### src/rtl/mem_pkg.sv
// Shared types and default widths for the memory arbiter and its sub-blocks.
package mem_pkg;
    typedef enum logic [1:0] {
        IDLE  = 2'd0,
        ISSUE = 2'd1,
        RESP  = 2'd2
    } state_t;

    localparam int DEF_ADDR_W = 27;
    localparam int DEF_DATA_W = 32;
    localparam int CNT_W      = 16;
endpackage

### src/rtl/rr_arbiter.sv
// Round-robin picker: first requesting port at or after ptr_i, wrapping modulo N.
module rr_arbiter #(
    parameter int N = 2
) (
    input  logic [N-1:0]         req_i,
    input  logic [$clog2(N)-1:0] ptr_i,
    output logic [N-1:0]         gnt_o,
    output logic [$clog2(N)-1:0] idx_o
);
    localparam int IDX_W = $clog2(N);

    logic [IDX_W-1:0] cand;
    logic             found;

    always_comb begin
        gnt_o = '0;
        idx_o = '0;
        cand  = '0;
        found = 1'b0;
        for (int i = 0; i < N; i++) begin
            cand = IDX_W'((int'(ptr_i) + i) % N);
            if (!found && req_i[cand]) begin
                found       = 1'b1;
                gnt_o[cand] = 1'b1;
                idx_o       = cand;
            end
        end
    end
endmodule

### src/rtl/mem_arbiter.sv
// Multi-port memory arbiter: one outstanding request at a time, round-robin
// grant, wait counter with timeout completion. dbg_state exposes the FSM state.
module mem_arbiter
    import mem_pkg::*;
#(
    parameter int NUM_PORTS = 2,
    parameter int ADDR_W    = DEF_ADDR_W,
    parameter int DATA_W    = DEF_DATA_W,
    parameter int TIMEOUT   = 255
) (
    input  logic                          clk,
    input  logic                          rst,
    input  logic [NUM_PORTS-1:0]          req_valid,
    input  logic [NUM_PORTS-1:0]          req_we,
    input  logic [NUM_PORTS*ADDR_W-1:0]   req_addr,
    input  logic [NUM_PORTS*DATA_W-1:0]   req_wdata,
    output logic [NUM_PORTS-1:0]          req_ready,
    output logic [NUM_PORTS-1:0]          rsp_valid,
    output logic [DATA_W-1:0]             rsp_rdata,
    output logic                          rsp_err,
    output logic [ADDR_W-1:0]             address,
    output logic [DATA_W-1:0]             write_data,
    input  logic [DATA_W-1:0]             read_data,
    output logic                          read_req,
    output logic                          write_req,
    input  logic                          mem_ack,
    output logic [1:0]                    dbg_state
);
    localparam int               IDX_W    = $clog2(NUM_PORTS);
    localparam logic [CNT_W-1:0] CNT_LAST = CNT_W'(TIMEOUT - 1);

    // Handshake: a request moves when req_valid[p] && req_ready[p] on a rising
    // edge; req_ready is only ever raised in IDLE and is one-hot.
    state_t              state_q, state_d;
    logic [IDX_W-1:0]    ptr_q, ptr_d;
    logic [IDX_W-1:0]    g_q, g_d;
    logic                we_q, we_d;
    logic [ADDR_W-1:0]   addr_q, addr_d;
    logic [DATA_W-1:0]   wdata_q, wdata_d;
    logic [DATA_W-1:0]   rdata_q, rdata_d;
    logic [CNT_W-1:0]    cnt_q, cnt_d;
    logic                err_q, err_d;

    logic [NUM_PORTS-1:0] arb_gnt;
    logic [IDX_W-1:0]     arb_idx;
    logic                 transfer;

    rr_arbiter #(.N(NUM_PORTS)) u_rr (
        .req_i (req_valid),
        .ptr_i (ptr_q),
        .gnt_o (arb_gnt),
        .idx_o (arb_idx)
    );

    assign transfer = (state_q == IDLE) && (|arb_gnt);

    always_ff @(posedge clk or negedge rst) begin
        if (!rst) state_q <= IDLE;
        else      state_q <= state_d;
    end

    always_comb begin
        state_d = state_q;
        unique case (state_q)
            IDLE:    if (transfer) state_d = ISSUE;
            ISSUE:   if (mem_ack || (cnt_q == CNT_LAST)) state_d = RESP;
            RESP:    state_d = IDLE;
            default: state_d = IDLE;
        endcase
    end

    always_comb begin
        req_ready = '0;
        rsp_valid = '0;
        rsp_err   = 1'b0;
        read_req  = 1'b0;
        write_req = 1'b0;
        unique case (state_q)
            // Gate on rst so nothing is offered while reset is held.
            IDLE:  if (rst) req_ready = arb_gnt;
            ISSUE: begin
                read_req  = !we_q;
                write_req = we_q;
            end
            RESP: begin
                rsp_valid[g_q] = 1'b1;
                rsp_err        = err_q;
            end
            default: ;
        endcase
    end

    always_comb begin
        ptr_d   = ptr_q;
        g_d     = g_q;
        we_d    = we_q;
        addr_d  = addr_q;
        wdata_d = wdata_q;
        rdata_d = rdata_q;
        cnt_d   = cnt_q;
        err_d   = err_q;
        unique case (state_q)
            IDLE: if (transfer) begin
                g_d     = arb_idx;
                we_d    = req_we[arb_idx];
                addr_d  = req_addr[arb_idx*ADDR_W +: ADDR_W];
                wdata_d = req_wdata[arb_idx*DATA_W +: DATA_W];
                cnt_d   = '0;
                err_d   = 1'b0;
            end
            ISSUE: begin
                // An ack on the last allowed cycle still wins over the timeout.
                if (mem_ack) begin
                    if (!we_q) rdata_d = read_data;
                end else begin
                    cnt_d = cnt_q + 1'b1;
                    err_d = (cnt_q == CNT_LAST);
                end
            end
            RESP: ptr_d = (g_q == IDX_W'(NUM_PORTS - 1)) ? '0 : g_q + 1'b1;
            default: ;
        endcase
    end

    always_ff @(posedge clk or negedge rst) begin
        if (!rst) begin
            ptr_q   <= '0;
            g_q     <= '0;
            we_q    <= 1'b0;
            addr_q  <= '0;
            wdata_q <= '0;
            rdata_q <= '0;
            cnt_q   <= '0;
            err_q   <= 1'b0;
        end else begin
            ptr_q   <= ptr_d;
            g_q     <= g_d;
            we_q    <= we_d;
            addr_q  <= addr_d;
            wdata_q <= wdata_d;
            rdata_q <= rdata_d;
            cnt_q   <= cnt_d;
            err_q   <= err_d;
        end
    end

    assign rsp_rdata  = rdata_q;
    assign address    = addr_q;
    assign write_data = wdata_q;
    assign dbg_state  = state_q;
endmodule

### config.mk
export PLATFORM = sky130hd
export DESIGN_NAME = mem_arbiter
export DESIGN_NICKNAME = d
export VERILOG_FILES = /design/src/rtl/mem_pkg.sv /design/src/rtl/rr_arbiter.sv /design/src/rtl/mem_arbiter.sv
export SDC_FILE = /design/constraint.sdc
export NUM_CORES = 1
export LEC_CHECK = 0
export CORE_ASPECT_RATIO = 1.1
export CORE_MARGIN = 4
export CORE_UTILIZATION = 40
export DETAILED_ROUTE_END_ITERATION = 16
export PLACE_DENSITY = 0.83
export SETUP_SLACK_MARGIN = 0.05
export SKIP_LAST_GASP = 1
export SLEW_MARGIN = 20
export SYNTH_ARGS = -nofsm -noshare
export SYNTH_HDL_FRONTEND = slang
export SYNTH_SLANG_ARGS = --single-unit
### constraint.sdc
create_clock -name clk -period 2.9 [get_ports clk]
set_input_delay 0.87 -clock clk [delete_from_list [all_inputs] [get_ports clk]]
set_output_delay 0.87 -clock clk [all_outputs]
set_load 0.005 [all_outputs]
==> results of run 1 <==
routing by layer:
metal	share of wire, %	vias to the layer above	routed length (um)	global-route usage, %
met2	52	179	7340	35.4
li1	-	2076	-	-
met5	0	-	0	0
met4	2.7	0	383	7.55
met3	9.4	26	1340	8.36
met1	36	2042	5120	21.2
cell usage after synthesis (all sizes together):
cell,n
dfrtp,113
o21ai,69
nand2,67
mux2i,60
mux2,33
clkbuf,17
nor2,16
buf,10
or3,8
a21oi,6
nand4,6
inv,5
xnor2,4
xor2,4
and2,3
nand3,3
nor3,3
ha,2
nor3b,2
or4,2
a211oi,1
a22o,1
and3,1
and4,1
nand4bb,1
nor4,1
nor4b,1
o211a,1
o21a,1
o2bb2ai,1
o31ai,1
or2,1
or3b,1
cell families (layout without fill, tap and decap cells):
family / after synthesis / after routing / synth area share [%]
adders and majority gates: 2 / 2 / 0.502
other: 0 / 1 / 0
AOI/OAI and AO/OA: 81 / 81 / 8.53
DFF: 113 / 113 / 56.7
xor gates and xnor gates: 8 / 8 / 1.40
and+or+nand+nor: 117 / 117 / 10.8
buffers and inverters: 32 / 305 / 2.61
muxes: 93 / 93 / 19.5
power by group:
| part | internal [mW] | leakage (nW) | switching, mW |
|---|---|---|---|
| Sequential | 2.26 | 1.40 | 0.382 |
| Clock | 1.30 | 0.272 | 0.702 |
| Combinational | 1.88 | 1.97 | 1.20 |
| Total | 5.45 | 3.64 | 2.29 |
worst min-delay path, delay by kind of cell, from the launching register on:
kind            cells  cell delay, ns
simple gates        1            0.04
flops               1            0.34
compound gates      1            0.06
cells in the final DEF (no fill, tap or decap), types with 2 or more instances in the layout:
cell type and n:
a21oi_1 6, and2_1 3, buf_12 2, buf_4 11, bufinv_16 2, clkbuf_1 3, clkbuf_16 17, clkbuf_8 2
clkdlybuf4s50_1 252, clkinv_2 4, clkinvlp_4 4, dfrtp_1 112, dlygate4sd2_1 2, ha_1 2, inv_1 5, mux2_2 33
mux2i_1 60, nand2_1 67, nand3_1 3, nand4_1 6, nor2_1 16, nor3_1 3, nor3b_1 2, o21ai_0 67
o21ai_4 2, or3_1 8, xnor2_1 4, xor2_1 4
state kept, by name (all words and copies together), names as in the netlist:
| register | cells |
|---|---|
| rsp_rdata | 32 |
| write_data | 32 |
| address | 27 |
| cnt_q | 16 |
| dbg_state | 2 |
| err_q | 1 |
| g_q | 1 |
| ptr_q | 1 |
| we_q | 1 |
area by class of cell:
class | count | area (um2)
fill | 888 | 3790
sequential | 113 | 2830
timing repair buffer | 268 | 2670
multi-input combinational | 301 | 2060
clock buffer | 22 | 464
tap | 154 | 193
clock inverter | 10 | 110
inverter | 5 | 18.8
antenna | 1 | 2.50
how the worst min path moves through the flow:
stage	from	endpoint	slack [ns]	cells after the start
final	write_data[6]	write_data[6]	0.48	2
after CTS	write_data[6]	write_data[6]	0.48	2
after floorplan	err_q	err_q	0.46	1
after detailed placement	write_data[6]	write_data[6]	0.47	2
after global placement	write_data[21]	write_data[21]	0.46	2
after global routing	address[24]	address[24]	0.51	2
repair_timing:
| action | 4_1_cts | 5_1_grt |
|---|---|---|
| gates resized for setup | 5 | 1 |
| cloned | 0 | 0 |
| setup endpoints to repair | 2 | 2 |
| setup buffers | 0 | 0 |
stage by stage:
stage | util, % | instances | power (mW)
2_1_floorplan | - | 446 | 3.79
3_3_place_gp | 64.0 | 841 | 5.69
3_5_place_dp | 64.0 | 841 | 5.81
4_1_cts | 68.7 | 873 | 7.84
5_1_grt | 68.8 | 874 | 8.23
6_report | 68.8 | 874 | 7.74
==> summary.md, run 1 <==
| Metric | Value |
|---|---|
| Endpoint class of the critical path | output pin |
| Vias per cell | 4.95 |
| HP Class | register to register |
| Sink Count | 113 |
| Final Max Slew Viols | 0 |
| CP Cell Sequence | clkdlybuf4s50_1 > inv_1 > buf_4 > o21ai_4 > nor2_1 > clkdlybuf4s15_1 |
| Reg clk slew, reported paths | ~0.050 ns |
| Die Ht | roughly 130 um |
| Avg Inst Size Synth | 11.2 um2 |
| Fin crit period | 2.80 ns |
| Delay of the slowest cell on the worst path | 0.47 ns |
| All-layer global routing usage | between 20 and 25% |
| Number of global-route vias before repair | 4691 |
| Worst Skew | approximately 0.008 ns |
| Ports | 257 |
| Status | completed |
| Count of final hold-check violations | 0 |
| GPL Wtd Cong | 0.761 |
| Cells on worst reg2reg path | 5 |
| Crit share post-route | 96.7% |
| Congestion Overflow GR | 0 |
| Reg2reg setup slack | approximately 0.85 ns |
| Arr. time, crit path | 1.93 ns |
| Clk_lat worst skew | between 0.4 and 0.5 ns |
| Routed vias | 4323 |
| Die width | 114 um |
| Setup crit start kind | input port |
| Yosys top cell area share | 56.7% |
| FMAX | 357 MHz |
| Dominant cell type by area after synthesis | dfrtp_1 |
| Slew margin rel. | 33.0% |
| Yosys warns | 0 |
| # DRC | 0 |
| Nets | 865 |
| Synth Net Count | ~600 |
| Pin count of the biggest net entering global routing | 121 |
| Worst Max-Slew Pin Slew | approximately 1.0 ns |
| CP startpoint | req_valid[0] |
| Seq cells post-synth | around 110 |
| Worst reg2reg endpoint | cnt_q[14] |
| # setup viols final | 0 |
| Synth Instances | 446 |
| Post-Syn Area | between 4000 and 5000 um2 |
| Antenna Nets Post-Route | 0 |
| CP delay by family, top | buffers and inverters |
| Peak VDD IR | roughly 0.63 mV |
| Pre-CTS WS | -0.145 ns |
| Clk root buf | clkbuf_16 |
| Post-route cell area | about 8300 um2 |
| CTS max path bufs | 2 |
| Worst-path cell with the longest stage delay | clkdlybuf4s50_1 |
| Largest cells by area after synthesis | dfrtp_1, mux2i_1, mux2_2 |
| Htree depth | 4 |
| Static Leak | 3.64 nW |
| Cts bufs inserted | 17 |
| First-pass GRT wire length | 22900 um |
| Row count | 42 |
| Ratio of cells with drive above 1 in the final layout | 11.3% |
| Post-Route Setup TNS | 0 ns |
| WP data required | between 2 and 2.5 ns |
| DRT Wirelength | about 14000 um |
| Hold Buf Count CTS | 0 |
| Core Area | 12100 um2 |
| Total die area | 14300 um2 |
| WL/cell | ~16 um |
| Hold_ws | 0.476 ns |
| P per Cell Area | between 900 and 1000 nW/um2 |
| Area Growth Syn to Fin | 67.3% |
| Initial antenna violation count | 1 |
| Initial Utilization | 41.1% |
| I/O Buffers | 256 |
| Crit Path Max Fanout | 2 |
| Setup ws final | 0.0953 ns |
| Reg2Reg Launch Point | dbg_state[0] |
| Max Cap Viol | 0 |
| Initial drt markers | 126 |
| CTS tree | built |
| Critical path buffer and inverter count | 4 |
| DR pass1 iterations | 4 |
| Placed cell area | ~7800 um2 |
| WS Path Type | input port to output pin |
| RSZ-0062 raised after global routing | no |
| Dpl hpwl | roughly 11000 um |
| Cell depth of the worst setup path | 6 |
| Setup crit end | req_ready[1] |
| Synth unique cells | 36 |
| Sequential area share after synthesis | between 50% and 60% |
No activity file was read; power rests on OpenSTA's default activity.
==> run 2: changes to the inputs <==
Settings changed: CAP_MARGIN set to 25.
==> results of run 2 <==
No change in the layout: final DEF, timing and power equal those of run 1.
==> run 3: changes to the inputs <==
Settings changed: ABC_AREA set to 1, CORE_UTILIZATION 40 to 43, RECOVER_POWER set to 25.
==> run 3 against run 2 <==
Compared with the run above: register-to-register slack got worse by 0.32 ns; hold slack got worse by 0.010 ns; clock power increased by 9%; global-route usage increased by 1.8 points; critical path type is now register to output pin.
==> summary.md, run 3 <==
| Metric | Value |
|---|---|
| Dominant cell type by area after synthesis | dfrtp_1 |
| Nets | 1170 |
| Most common cell in the synthesized netlist | nand2_1 |
| Post-synth EDFFs | 0 |
| Largest cells by area after synthesis | dfrtp_1, nand2_1, o21ai_2 |
| Peak VDD IR | 0.447 mV |
| Post-Syn Area | ~6100 um2 |
| Synth unique cells | 31 |
| Finished Layout Cells | around 1.2k |
| Commonest cells post-synth | nand2_1, dfrtp_1, inv_1 |
| Status | completed |
| Post-Synth XOR/XNOR Area | 0.144% |
| HP Class | register to register |
| Number of post-CTS setup repair buffers | 0 |
| Yosys warns | 0 |
| Yosys top cell area share | between 40% and 50% |
| Crit Path Max Fanout | 5 |
| Antenna Nets Post-Route | 0 |
| Die width | ~120 um |
| Initial drt markers | 326 |
| Post-Synth Simple-Gate Area | 32.0% |
| Reg clk slew, reported paths | 0.05 ns |
| Final Max Slew Viols | 0 |
| Clk_lat worst skew | 0.41 ns |
| Cells on worst reg2reg path | 7 |
| WP data required | 2.03 ns |
| Top FF cell, synth | dfrtp_1 |
| Cts bufs inserted | 17 |
| Hold Path Depth | 2 |
| Main combinational cell family by area after synthesis | simple AND/OR/NAND/NOR gates |
| Core Area | 13900 um2 |
| Slew margin rel. | 23.8% |
| All-layer global routing usage | 21.9% |
| Die Ht | around 130 um |
| Worst Skew | 0.00778 ns |
| Ratio of cells with drive above 1 in the final layout | 17.0% |
| Ports | roughly 260 |
| CTS tree | built |
| Complex-gate fraction of the synthesized area | 10.6% |
| Worst Max-Slew Pin Slew | 1.14 ns |
| FMAX | about 370 MHz |
| Endpoint class of the critical path | output pin |
| Fin crit period | 2.74 ns |
| First-pass GRT wire length | 28000 um |
| Arr. time, crit path | 1.87 ns |
| Max Cap Viol | 0 |
| # DRC | 0 |
| DR pass1 iterations | 5 |
| CTS max path bufs | 2 |
| Synth Net Count | 923 |
| Synth Instances | around 760 |
| Area Growth Syn to Fin | 52.3% |
| Htree depth | 4 |
| Vias per cell | 4.67 |
| # setup viols final | 0 |
| Row count | 45 |
| P per Cell Area | between 800 and 900 nW/um2 |
| Avg Inst Size Synth | 7.97 um2 |
| Sequential area share after synthesis | a little under half |
| WS Path Type | register to output pin |
| Placed Instances | 1180 |
| Post-Synth Adder-Cell Area | less than 1% |
| I/O Buffers | 256 |
| Sink Count | 113 |
| Seq cells post-synth | 113 |
| Commonest non-fill, non-tap cell in the layout | nand2_1 |
| Congestion Overflow GR | 0 |
| GPL Wtd Cong | 0.847 |
| Total die area | 16100 um2 |
| Count of final hold-check violations | 0 |
| Clk root buf | clkbuf_16 |
| Dpl hpwl | 13000 um |
| Routed vias | 5662 |
| Share of synthesized flip-flops with an asynchronous set or reset | 100% |
| Number of global-route vias before repair | between 5k and 6k |
| Hold_ws | 0.466 ns |
| Commonest non-fill, non-tap cells in the layout | nand2_1, clkdlybuf4s50_1, dfrtp_1, inv_1, nand2_2 |
| Crit share post-route | 94.4% |
| DRT Wirelength | 17800 um |
| Initial Utilization | 43.9% |
| Setup crit start kind | register |
| Pin count of the biggest net entering global routing | between 90 and 100 |
| WL/cell | approximately 15 um |
| RSZ-0062 raised after global routing | yes |
| Initial antenna violation count | 1 |
| Static Leak | 4.55 nW |
| Post-synthesis mux area share | 0% |
==> run 3: changes by cell type after synthesis, moves of 5 or more <==
cell and change:
clkbuf_1 -14, nand3_1 +46, o21ai_2 +59, a21oi_1 +5, o21ai_0 -63, inv_1 +75, mux2_2 -33, mux2i_1 -60
buf_2 +17, nand2_1 +217, nand2_2 +63, nor2_1 +21, or3_1 -8, buf_12 +7
==> run 3: layer usage <==
metal,GRT usage (%),vias to the layer above,part of all wire [%]
met5,0,-,0
met4,8.16,0,2.2
met3,5.26,31,6.6
met2,38.1,174,52
met1,26.1,2624,39
li1,-,2833,-
==> run 3: final timing paths <==
kind,end,slack [ns],start
min in group asynchronous,address[10],0.87,rst
setup / recovery,rsp_valid[1],0.16,dbg_state[1]
hold reg to reg,rsp_rdata[8],0.47,rsp_rdata[8]
hold / removal,rsp_rdata[8],0.47,rsp_rdata[8]
max in group asynchronous,cnt_q[7],0.93,rst
setup reg to reg,address[12],0.53,ptr_q
==> run 3: worst max-delay path, cell delays in order (launching register included) <==
cell             delay [ns]
dfrtp_1                0.41
inv_1                  0.10
or2_2                  0.33
nor2_1                 0.10
clkdlybuf4s50_1        0.51
==> run 3: layout make-up <==
cell class	instances	area, um2
multi-input cells	530	2620
well taps	188	235
repair buffers	267	2660
fillers	1167	4580
diodes	1	2.50
inverters	82	308
clock buffers	22	494
clock inverters	10	130
flip-flops and latches	113	2830
==> run 3: timing repair <==
| item | CTS | global route |
|---|---|---|
| setup endpoints to repair | 2 | 1 |
| hold buffers | 0 | 0 |
| resized for setup | 2 | 0 |
==> run 3: metrics by stage <==
stage	TNS [ns]	util (%)	setup WS [ns]	cell area (um2)	total power, mW
floorplan	0	-	0.610	6090	4.22
global placement	-0.884	62.7	-0.0806	8680	6.03
detailed placement	-1.93	62.7	-0.0879	8680	6.12
CTS	0	67.1	0.134	9300	8.34
global route	0	66.9	0.0532	9270	8.75
finish	0	66.9	0.161	9270	8.21
==> run 3: power by group <==
part | switching [mW] | total (mW) | internal, mW
sequential | 0.366 | 2.59 | 2.23
combinational | 1.66 | 3.44 | 1.78
clock | 0.719 | 2.17 | 1.46
==> run 3: cells by family after synthesis <==
kind of cell / after synthesis
simple gates: 446
compound gates: 81
xor+xnor: 1
fa+ha+maj: 2
flops: 113
buf+inv: 121
